## config.mk

```make
export PLATFORM = sky130hd
export DESIGN_NAME = servo_pwm_capture
export DESIGN_NICKNAME = d
export VERILOG_FILES = /design/src/rtl/servo_pwm_capture.sv
export SDC_FILE = /design/constraint.sdc
export NUM_CORES = 1
export LEC_CHECK = 0
export ABC_AREA = 1
export CAP_MARGIN = 20
export CORE_MARGIN = 1
export CORE_UTILIZATION = 54
export CTS_CLUSTER_DIAMETER = 120
export CTS_CLUSTER_SIZE = 30
export DETAILED_ROUTE_END_ITERATION = 16
export GPL_TIMING_DRIVEN = 0
export PLACE_DENSITY = 0.76
export SYNTH_ARGS = -nofsm -noshare
export SYNTH_HDL_FRONTEND = slang
export SYNTH_SLANG_ARGS = --single-unit
export TNS_END_PERCENT = 1
```

## constraint.sdc

```tcl
create_clock -name clk -period 1.8 [get_ports clk]
set_input_delay 0.54 -clock clk [delete_from_list [all_inputs] [get_ports clk]]
set_output_delay 0.54 -clock clk [all_outputs]
set_load 0.05 [all_outputs]
```

## src/rtl/servo_pwm_capture.sv

```systemverilog
// Servo PWM capture: measures pulse width and frame period, decodes angle 0..180.
// Optional glitch filter enabled by defining SERVO_CAPTURE_GLITCH_FILTER_EN.
module servo_pwm_capture #(
    parameter int MIN_WIDTH  = 100000,
    parameter int MAX_WIDTH  = 200000,
    parameter int STEP       = 555,
    parameter int TIMEOUT    = 4000000,
    parameter int FILTER_LEN = 4
) (
    input  logic        clk,
    input  logic        clr,
    input  logic        pwm_in,
    output logic [21:0] width,
    output logic [21:0] period,
    output logic [8:0]  angle,
    output logic        valid,
    output logic        range_err,
    output logic        timeout
);
    localparam int CW      = 22;
    localparam int ARM_LEN = FILTER_LEN + 3;
    localparam int AW      = $clog2(ARM_LEN + 1);

    typedef enum logic [1:0] {WAIT_RISE, MEAS_HIGH, MEAS_LOW} mstate_t;
    typedef enum logic [1:0] {C_IDLE, C_DIV, C_DONE} cstate_t;

    mstate_t mstate_q, mstate_d;
    cstate_t cstate_q, cstate_d;
    logic sync1_q, sync2_q, prev_q, lvl;
    logic [AW-1:0] arm_q;
    logic armed, rise, fall, tmo_hit;
    logic load_cnt, start_conv, frame_end, div_step, conv_done, w_low, w_high;
    logic [CW-1:0] hcnt_q, pcnt_q, tcnt_q, hlat_q, rem_q;
    logic [7:0] quo_q;
    logic cerr_q;
    logic [21:0] width_q, period_q;
    logic [8:0] angle_q;
    logic valid_q, rerr_q, tmo_q;

    always_ff @(posedge clk or negedge clr) begin
        if (!clr) begin
            sync1_q <= 1'b0;
            sync2_q <= 1'b0;
        end else begin
            sync1_q <= pwm_in;
            sync2_q <= sync1_q;
        end
    end

`ifdef SERVO_CAPTURE_GLITCH_FILTER_EN
    localparam int FCW = $clog2(FILTER_LEN + 1);
    logic filt_q;
    logic [FCW-1:0] fcnt_q;

    // Flip the accepted level only after FILTER_LEN consecutive differing samples.
    always_ff @(posedge clk or negedge clr) begin
        if (!clr) begin
            filt_q <= 1'b0;
            fcnt_q <= '0;
        end else if (sync2_q == filt_q) begin
            fcnt_q <= '0;
        end else if (fcnt_q == FCW'(FILTER_LEN - 1)) begin
            filt_q <= sync2_q;
            fcnt_q <= '0;
        end else begin
            fcnt_q <= fcnt_q + 1'b1;
        end
    end
    assign lvl = filt_q;
`else
    assign lvl = sync2_q;
`endif

    // Edges are ignored until the conditioned level has settled after reset,
    // so an input already high at release is not taken as a rising edge.
    always_ff @(posedge clk or negedge clr) begin
        if (!clr) begin
            arm_q  <= '0;
            prev_q <= 1'b0;
        end else begin
            prev_q <= lvl;
            if (!armed) arm_q <= arm_q + 1'b1;
        end
    end
    assign armed   = (arm_q == AW'(ARM_LEN));
    assign rise    = armed & lvl & ~prev_q;
    assign fall    = armed & ~lvl & prev_q;
    assign tmo_hit = (mstate_q != WAIT_RISE) && !rise && !fall &&
                     (tcnt_q == CW'(TIMEOUT - 1));

    always_ff @(posedge clk or negedge clr) begin
        if (!clr) mstate_q <= WAIT_RISE;
        else      mstate_q <= mstate_d;
    end

    always_comb begin
        mstate_d = mstate_q;
        case (mstate_q)
            WAIT_RISE: if (rise) mstate_d = MEAS_HIGH;
            MEAS_HIGH: if (tmo_hit) mstate_d = WAIT_RISE;
                       else if (fall) mstate_d = MEAS_LOW;
            MEAS_LOW:  if (tmo_hit) mstate_d = WAIT_RISE;
                       else if (rise) mstate_d = MEAS_HIGH;
            default:   mstate_d = WAIT_RISE;
        endcase
    end

    always_comb begin
        load_cnt   = 1'b0;
        start_conv = 1'b0;
        frame_end  = 1'b0;
        case (mstate_q)
            WAIT_RISE: load_cnt = rise;
            MEAS_HIGH: start_conv = fall;
            MEAS_LOW: begin
                load_cnt  = rise;
                frame_end = rise;
            end
            default: ;
        endcase
    end

    always_ff @(posedge clk or negedge clr) begin
        if (!clr) begin
            hcnt_q <= '0;
            pcnt_q <= '0;
            tcnt_q <= '0;
            hlat_q <= '0;
        end else begin
            if (load_cnt) begin
                hcnt_q <= CW'(1);
                pcnt_q <= CW'(1);
            end else if (mstate_q != WAIT_RISE) begin
                if (mstate_q == MEAS_HIGH) hcnt_q <= hcnt_q + 1'b1;
                if (pcnt_q != '1) pcnt_q <= pcnt_q + 1'b1;
            end
            tcnt_q <= (mstate_d == WAIT_RISE || rise || fall) ? '0 : tcnt_q + 1'b1;
            if (start_conv) hlat_q <= hcnt_q;
        end
    end

    // Angle converter: one subtraction of STEP per cycle, quotient capped at 180.
    assign w_low  = hcnt_q < CW'(MIN_WIDTH);
    assign w_high = hcnt_q > CW'(MAX_WIDTH);

    always_ff @(posedge clk or negedge clr) begin
        if (!clr) cstate_q <= C_IDLE;
        else      cstate_q <= cstate_d;
    end

    always_comb begin
        cstate_d = cstate_q;
        if (start_conv)                          cstate_d = (w_low || w_high) ? C_DONE : C_DIV;
        else if (frame_end || tmo_hit)           cstate_d = C_IDLE;
        else if (cstate_q == C_DIV && !div_step) cstate_d = C_DONE;
    end

    always_comb begin
        div_step  = (cstate_q == C_DIV) && (rem_q >= CW'(STEP)) && (quo_q != 8'd180);
        conv_done = (cstate_q == C_DONE);
    end

    always_ff @(posedge clk or negedge clr) begin
        if (!clr) begin
            rem_q  <= '0;
            quo_q  <= '0;
            cerr_q <= 1'b0;
        end else if (start_conv) begin
            rem_q  <= hcnt_q - CW'(MIN_WIDTH);
            quo_q  <= w_high ? 8'd180 : 8'd0;
            cerr_q <= w_low | w_high;
        end else if (div_step) begin
            rem_q <= rem_q - CW'(STEP);
            quo_q <= quo_q + 1'b1;
        end
    end

    always_ff @(posedge clk or negedge clr) begin
        if (!clr) begin
            width_q  <= '0;
            period_q <= '0;
            angle_q  <= '0;
            valid_q  <= 1'b0;
            rerr_q   <= 1'b0;
            tmo_q    <= 1'b0;
        end else begin
            valid_q <= frame_end && conv_done;
            if (frame_end && conv_done) begin
                width_q  <= hlat_q;
                period_q <= pcnt_q;
                angle_q  <= {1'b0, quo_q};
                rerr_q   <= cerr_q;
                tmo_q    <= 1'b0;
            end else if (tmo_hit) begin
                tmo_q <= 1'b1;
            end
        end
    end

    assign width     = width_q;
    assign period    = period_q;
    assign angle     = angle_q;
    assign valid     = valid_q;
    assign range_err = rerr_q;
    assign timeout   = tmo_q;
endmodule

```

==> impl_results.html <==
<table>
<tr><th>Metric</th><th>Value</th></tr>
<tr><th colspan="2">Power</th></tr>
<tr><td>Design Power</td><td>13,300 uW</td></tr>
<tr><td>Part of the total power dissipated in combinational logic</td><td>0.305</td></tr>
<tr><td>Leakage power figure</td><td>roughly 0.0056 uW</td></tr>
<tr><td>Proportion of total power due to net switching</td><td>0.375</td></tr>
<tr><td>Power per Cell Area</td><td>~1100 nW/um2</td></tr>
<tr><td>Share of power burned in the clock network</td><td>0.312</td></tr>
<tr><td>Sequential power share</td><td>0.384</td></tr>
<tr><td>Sw power</td><td>between 4000 and 5000 uW</td></tr>
<tr><td>Maximum vdd ir drop</td><td>between 900 and 1000 uV</td></tr>
<tr><td>Cell internal power dissipation</td><td>between 8000 and 9000 uW</td></tr>
<tr><th colspan="2">Synth</th></tr>
<tr><td>Main synth FF type</td><td>sky130_fd_sc_hd__dfrtp_1</td></tr>
<tr><td>Average cell area after synthesis</td><td>7.47 um2</td></tr>
<tr><td>Sequential share of the synthesized area</td><td>0.473</td></tr>
<tr><td>Synth area leaders</td><td>sky130_fd_sc_hd__dfrtp_1 (47%), sky130_fd_sc_hd__nand2_1 (16%), sky130_fd_sc_hd__nand3_1 (5.6%), sky130_fd_sc_hd__nor2_1 (5.4%), sky130_fd_sc_hd__inv_1 (5.2%)</td></tr>
<tr><td>Instance count of the mapped netlist</td><td>~1,300</td></tr>
<tr><td>Area of the mapped netlist</td><td>9740 um2</td></tr>
<tr><td>Synth Net Count</td><td>1,318</td></tr>
<tr><td>Most area-hungry cell type in the Yosys netlist</td><td>sky130_fd_sc_hd__dfrtp_1</td></tr>
<tr><td>Distinct cell type count after synthesis</td><td>42</td></tr>
<tr><td>Asr flop ratio synth</td><td>1.00</td></tr>
<tr><td>Post-synth EDFFs</td><td>0</td></tr>
<tr><td>Count of synthesis-stage warnings from yosys</td><td>0</td></tr>
<tr><td>Top cell type's share of synthesized area</td><td>0.473</td></tr>
<tr><td>Number of register bits inferred by synthesis</td><td>about 180</td></tr>
<tr><th colspan="2">Routing</th></tr>
<tr><td>1st-pass router iterations</td><td>5</td></tr>
<tr><td>Remaining design rule violation count</td><td>0</td></tr>
<tr><td>Total detailed-routing wirelength</td><td>between 20,000 and 30,000 um</td></tr>
<tr><td>Mean routed wirelength per cell</td><td>15.6 um</td></tr>
<tr><td>Post-DR vias/cell</td><td>roughly 5.6</td></tr>
<tr><td>ANT nets after route</td><td>0</td></tr>
<tr><td>Number of vias after detailed routing</td><td>9,053</td></tr>
<tr><td>Initial DRC Count</td><td>about 800</td></tr>
<tr><th colspan="2">Critical path</th></tr>
<tr><td>Biggest fanout along the worst timing path</td><td>10</td></tr>
<tr><td>Data arrival time of the critical path</td><td>2290 ps</td></tr>
<tr><td>Worst Setup SP</td><td>arm_q[0]</td></tr>
<tr><td>Family with the most delay on the worst path</td><td>simple AND/OR/NAND/NOR gates</td></tr>
<tr><td>Sum of buffers and inverters on the critical path</td><td>5</td></tr>
<tr><td>Endpoint kind of the worst setup timing path</td><td>register</td></tr>
<tr><td>Startpoint of the lowest-slack register-to-register path</td><td>arm_q[0]</td></tr>
<tr><td>Setup Crit Path Kind</td><td>register to register</td></tr>
<tr><td>Required time at the worst-slack endpoint</td><td>roughly 2100 ps</td></tr>
<tr><td>Startpoint kind of the worst setup timing path</td><td>register</td></tr>
<tr><td>Crit path cell chain</td><td>ha_2 -&gt; ha_4 -&gt; nand2_2 -&gt; nor2_4 -&gt; inv_2 -&gt; nor2_4 -&gt; inv_4 -&gt; nor3_4 -&gt; inv_2 -&gt; buf_12 -&gt; buf_8 -&gt; nand2_1 -&gt; o21ai_1</td></tr>
<tr><td>Cell with the largest stage delay on the worst path</td><td>sky130_fd_sc_hd__dfrtp_1</td></tr>
<tr><td>Max stage delay on crit path</td><td>~360 ps</td></tr>
<tr><th colspan="2">Floorplanning</th></tr>
<tr><td>Cell Rows</td><td>48</td></tr>
<tr><td>Initial Utilization</td><td>0.557</td></tr>
<tr><td>I/O pin count</td><td>59</td></tr>
<tr><td>Die extent in x</td><td>about 140 um</td></tr>
<tr><td>Die span in y</td><td>136 um</td></tr>
<tr><td>Core area</td><td>approximately 17,000 um2</td></tr>
<tr><td>Area enclosed by the die boundary</td><td>18,600 um2</td></tr>
<tr><th colspan="2">STA</th></tr>
<tr><td>Minimum period implied by the final worst setup slack</td><td>1960 ps</td></tr>
<tr><td>Unrepaired setup endpoints after global routing</td><td>yes</td></tr>
<tr><td>Final Skew</td><td>~10 ps</td></tr>
<tr><td>Max-slew headroom</td><td>0.518</td></tr>
<tr><td>Pin slew with the least headroom to its limit</td><td>a little over 700 ps</td></tr>
<tr><td>Final WS setup</td><td>-163 ps</td></tr>
<tr><td>Number of hold violations in the final report</td><td>0</td></tr>
<tr><td>Post-route fraction of the period consumed by the critical path</td><td>1.09</td></tr>
<tr><td>Final setup violation count</td><td>around 130</td></tr>
<tr><td>Maximum clock frequency</td><td>between 0.5 and 0.6 GHz</td></tr>
<tr><td>Pins Over Slew Limit</td><td>0</td></tr>
<tr><th colspan="2">Status</th></tr>
<tr><td>Violations in the final reports</td><td>setup timing</td></tr>
<tr><td>Result of the run</td><td>finished with violations</td></tr>
<tr><th colspan="2">Placement</th></tr>
<tr><td>Placed standard-cell area</td><td>around 11,000 um2</td></tr>
<tr><td>Weighted congestion at the end of routability-driven global placement</td><td>roughly 0.92</td></tr>
<tr><td>Buffers added on ports</td><td>57</td></tr>
<tr><td>Total half-perimeter wirelength after legalization and detailed placement</td><td>17,900 um</td></tr>
<tr><td>Number of placed instances with taps included</td><td>between 1,500 and 2,000</td></tr>
<tr><th colspan="2">Clocking</th></tr>
<tr><td>Deepest clock path buffer count</td><td>2</td></tr>
<tr><td>Inserted Clock Buffers</td><td>17</td></tr>
<tr><td>Buffer cell driving the clock tree root</td><td>sky130_fd_sc_hd__clkbuf_16</td></tr>
<tr><td>TritonCTS clock tree</td><td>built</td></tr>
<tr><td>TritonCTS sink count</td><td>between 150 and 200</td></tr>
<tr><td>Hold-fix buffer count after cts</td><td>0</td></tr>
<tr><td>CTS clk-pin slew, worst paths</td><td>~70 ps</td></tr>
<tr><td>Clock Latency Late Sink</td><td>around 440 ps</td></tr>
<tr><td>H-tree lvl count</td><td>4</td></tr>
<tr><th colspan="2">Cells and area</th></tr>
<tr><td>Area grow syn2layout</td><td>20.7%</td></tr>
<tr><td>Post-route cell area</td><td>about 12,000 um2</td></tr>
<tr><td>Count of non-filler cells in the finished layout</td><td>around 1,600</td></tr>
<tr><td>Net count reported at finish</td><td>1,405</td></tr>
<tr><td>Antenna cells</td><td>0</td></tr>
<tr><td>Share of final-layout standard cells stronger than drive strength 1</td><td>0.142</td></tr>
<tr><th colspan="2">Hold path</th></tr>
<tr><td>Hold Path Class</td><td>input port to async pin</td></tr>
<tr><th colspan="2">Job</th></tr>
<tr><td>Maximum capacitance violations</td><td>0</td></tr>
<tr><th colspan="2">GRT</th></tr>
<tr><td>Sum of overflow across all layers after global routing</td><td>0</td></tr>
<tr><td>Largest net degree at the start of global routing</td><td>between 90 and 100</td></tr>
<tr><td>Number of antenna violations at the first check in global routing</td><td>0</td></tr>
<tr><td>Overall Global Routing Usage</td><td>0.288</td></tr>
<tr><td>Wire length of the first global-routing pass</td><td>between 40,000 and 50,000 um</td></tr>
<tr><td>Number of global-route vias before repair</td><td>around 8,300</td></tr>
</table>
[area by class of cell]
cell class              instances  area (um2)
inverters                     142         546
repair buffers                 68         741
flip-flops and latches        184        4610
clock inverters                14         218
well taps                     225         282
clock buffers                  18         429
plain buffers                  36         347
multi-input cells             942        4590
fillers                      1427        5720
[synth_stat cells, types with 6 or more instances]
cell / instances
sky130_fd_sc_hd__nor2_2: 7
sky130_fd_sc_hd__dfrtp_1: 184
sky130_fd_sc_hd__o21ai_1: 31
sky130_fd_sc_hd__xor2_1: 33
sky130_fd_sc_hd__nor2_1: 140
sky130_fd_sc_hd__nor3_1: 28
sky130_fd_sc_hd__o21ai_0: 83
sky130_fd_sc_hd__buf_2: 12
sky130_fd_sc_hd__nand4_1: 25
sky130_fd_sc_hd__xnor2_1: 6
sky130_fd_sc_hd__clkbuf_1: 13
sky130_fd_sc_hd__a21oi_1: 32
sky130_fd_sc_hd__nand2_1: 411
sky130_fd_sc_hd__nand3_1: 109
sky130_fd_sc_hd__ha_1: 11
sky130_fd_sc_hd__buf_6: 6
sky130_fd_sc_hd__inv_1: 136
[metal layers]
metal | part of all wire | routed length [um] | global-route usage | vias to the layer above
met3 | 0.068 | 1740 | 0.0518 | 56
li1 | - | - | - | 4346
met2 | 0.47 | 12000 | 0.469 | 346
met5 | 0 | 0 | 0 | -
met4 | 0.028 | 722 | 0.104 | 0
met1 | 0.43 | 10900 | 0.384 | 4305
[cells in the final DEF (no fill, tap or decap), types with 6 or more instances in the layout]
cell type,instances
sky130_fd_sc_hd__o21ai_1,39
sky130_fd_sc_hd__nand2_2,7
sky130_fd_sc_hd__inv_2,6
sky130_fd_sc_hd__nor2_2,13
sky130_fd_sc_hd__dfrtp_1,180
sky130_fd_sc_hd__xor2_1,33
sky130_fd_sc_hd__nand2_1,403
sky130_fd_sc_hd__nor3_1,26
sky130_fd_sc_hd__clkdlybuf4s15_2,54
sky130_fd_sc_hd__buf_4,17
sky130_fd_sc_hd__buf_6,10
sky130_fd_sc_hd__o21ai_0,72
sky130_fd_sc_hd__ha_1,7
sky130_fd_sc_hd__buf_8,7
sky130_fd_sc_hd__nand3_1,104
sky130_fd_sc_hd__nor2_1,127
sky130_fd_sc_hd__nor2_4,7
sky130_fd_sc_hd__a21oi_1,31
sky130_fd_sc_hd__nand4_1,25
sky130_fd_sc_hd__clkbuf_16,17
sky130_fd_sc_hd__inv_1,132
sky130_fd_sc_hd__xnor2_1,6
[cell families after synthesis]
logic type                 count (synthesis)  synth area share
muxes                                      2           0.00231
other                                      1          0.000385
AOI/OAI and AO/OA                        160            0.0858
and+or+nand+nor                          729             0.313
adders and majority gates                 11            0.0141
xor gates and xnor gates                  39            0.0351
buffers and inverters                    178            0.0765
DFF                                      184             0.473
[state kept, by name, summed over array words and instances (netlist names), 2 cells and up]
name	flops
angle	8
quo_q	8
rem_q	22
hcnt_q	22
width	22
mstate_q	2
period	22
hlat_q	22
tcnt_q	22
arm_q	3
pcnt_q	22
cstate_q	2
[worst reg2reg max path: stages, from the launching register on]
cell	delay, ps
sky130_fd_sc_hd__dfrtp_1	360
sky130_fd_sc_hd__ha_2	190
sky130_fd_sc_hd__ha_4	140
sky130_fd_sc_hd__nand2_2	60
sky130_fd_sc_hd__nor2_4	140
sky130_fd_sc_hd__inv_2	60
sky130_fd_sc_hd__nor2_4	110
sky130_fd_sc_hd__inv_4	60
sky130_fd_sc_hd__nor3_4	190
sky130_fd_sc_hd__inv_2	100
sky130_fd_sc_hd__buf_12	160
sky130_fd_sc_hd__buf_8	140
sky130_fd_sc_hd__nand2_1	60
sky130_fd_sc_hd__o21ai_1	80
[power groups by stage]
stage / registers [uW] / clock network [uW] / logic, uW
global route: 5160 / 4350 / 4550
floorplan: 5280 / 0 / 2440
detailed placement: 5130 / 0 / 3690
CTS: 5090 / 4180 / 3890
global placement: 5110 / 0 / 3590
finish: 5110 / 4150 / 4070
[per-stage QoR]
| step | utilization | worst slack (ps) | hold WS, ps | setup TNS [ps] |
|---|---|---|---|---|
| after detailed placement | 0.608 | -624 | 340 | -71230 |
| final | 0.673 | -163 | 71.4 | -12430 |
| after global placement | 0.606 | -7430 | 334 | -1429690 |
| after CTS | 0.666 | -215 | 137 | -15790 |
| after global routing | 0.673 | -299 | 160 | -30430 |
| after floorplan | - | -86.8 | 244 | -3680 |
[final timing paths]
kind / end / slack, ps / cells past startpoint
max reg2reg: period[1] / -160 / 13
min reg2reg: lvl / 350 / 0
max in group asynchronous: hcnt_q[5] / 820 / 2
min in group clk: lvl / 350 / 0
max: period[1] / -160 / 13
min: period[13] / 70 / 1
[timing repair]
| action | 4_1_cts | 5_1_grt |
|---|---|---|
| setup buffers | 7 | 3 |
| setup endpoints to repair | 228 | 173 |
| pin swaps | 12 | 9 |
| resized for setup | 242 | 55 |
(Power assumes the default switching activity.)
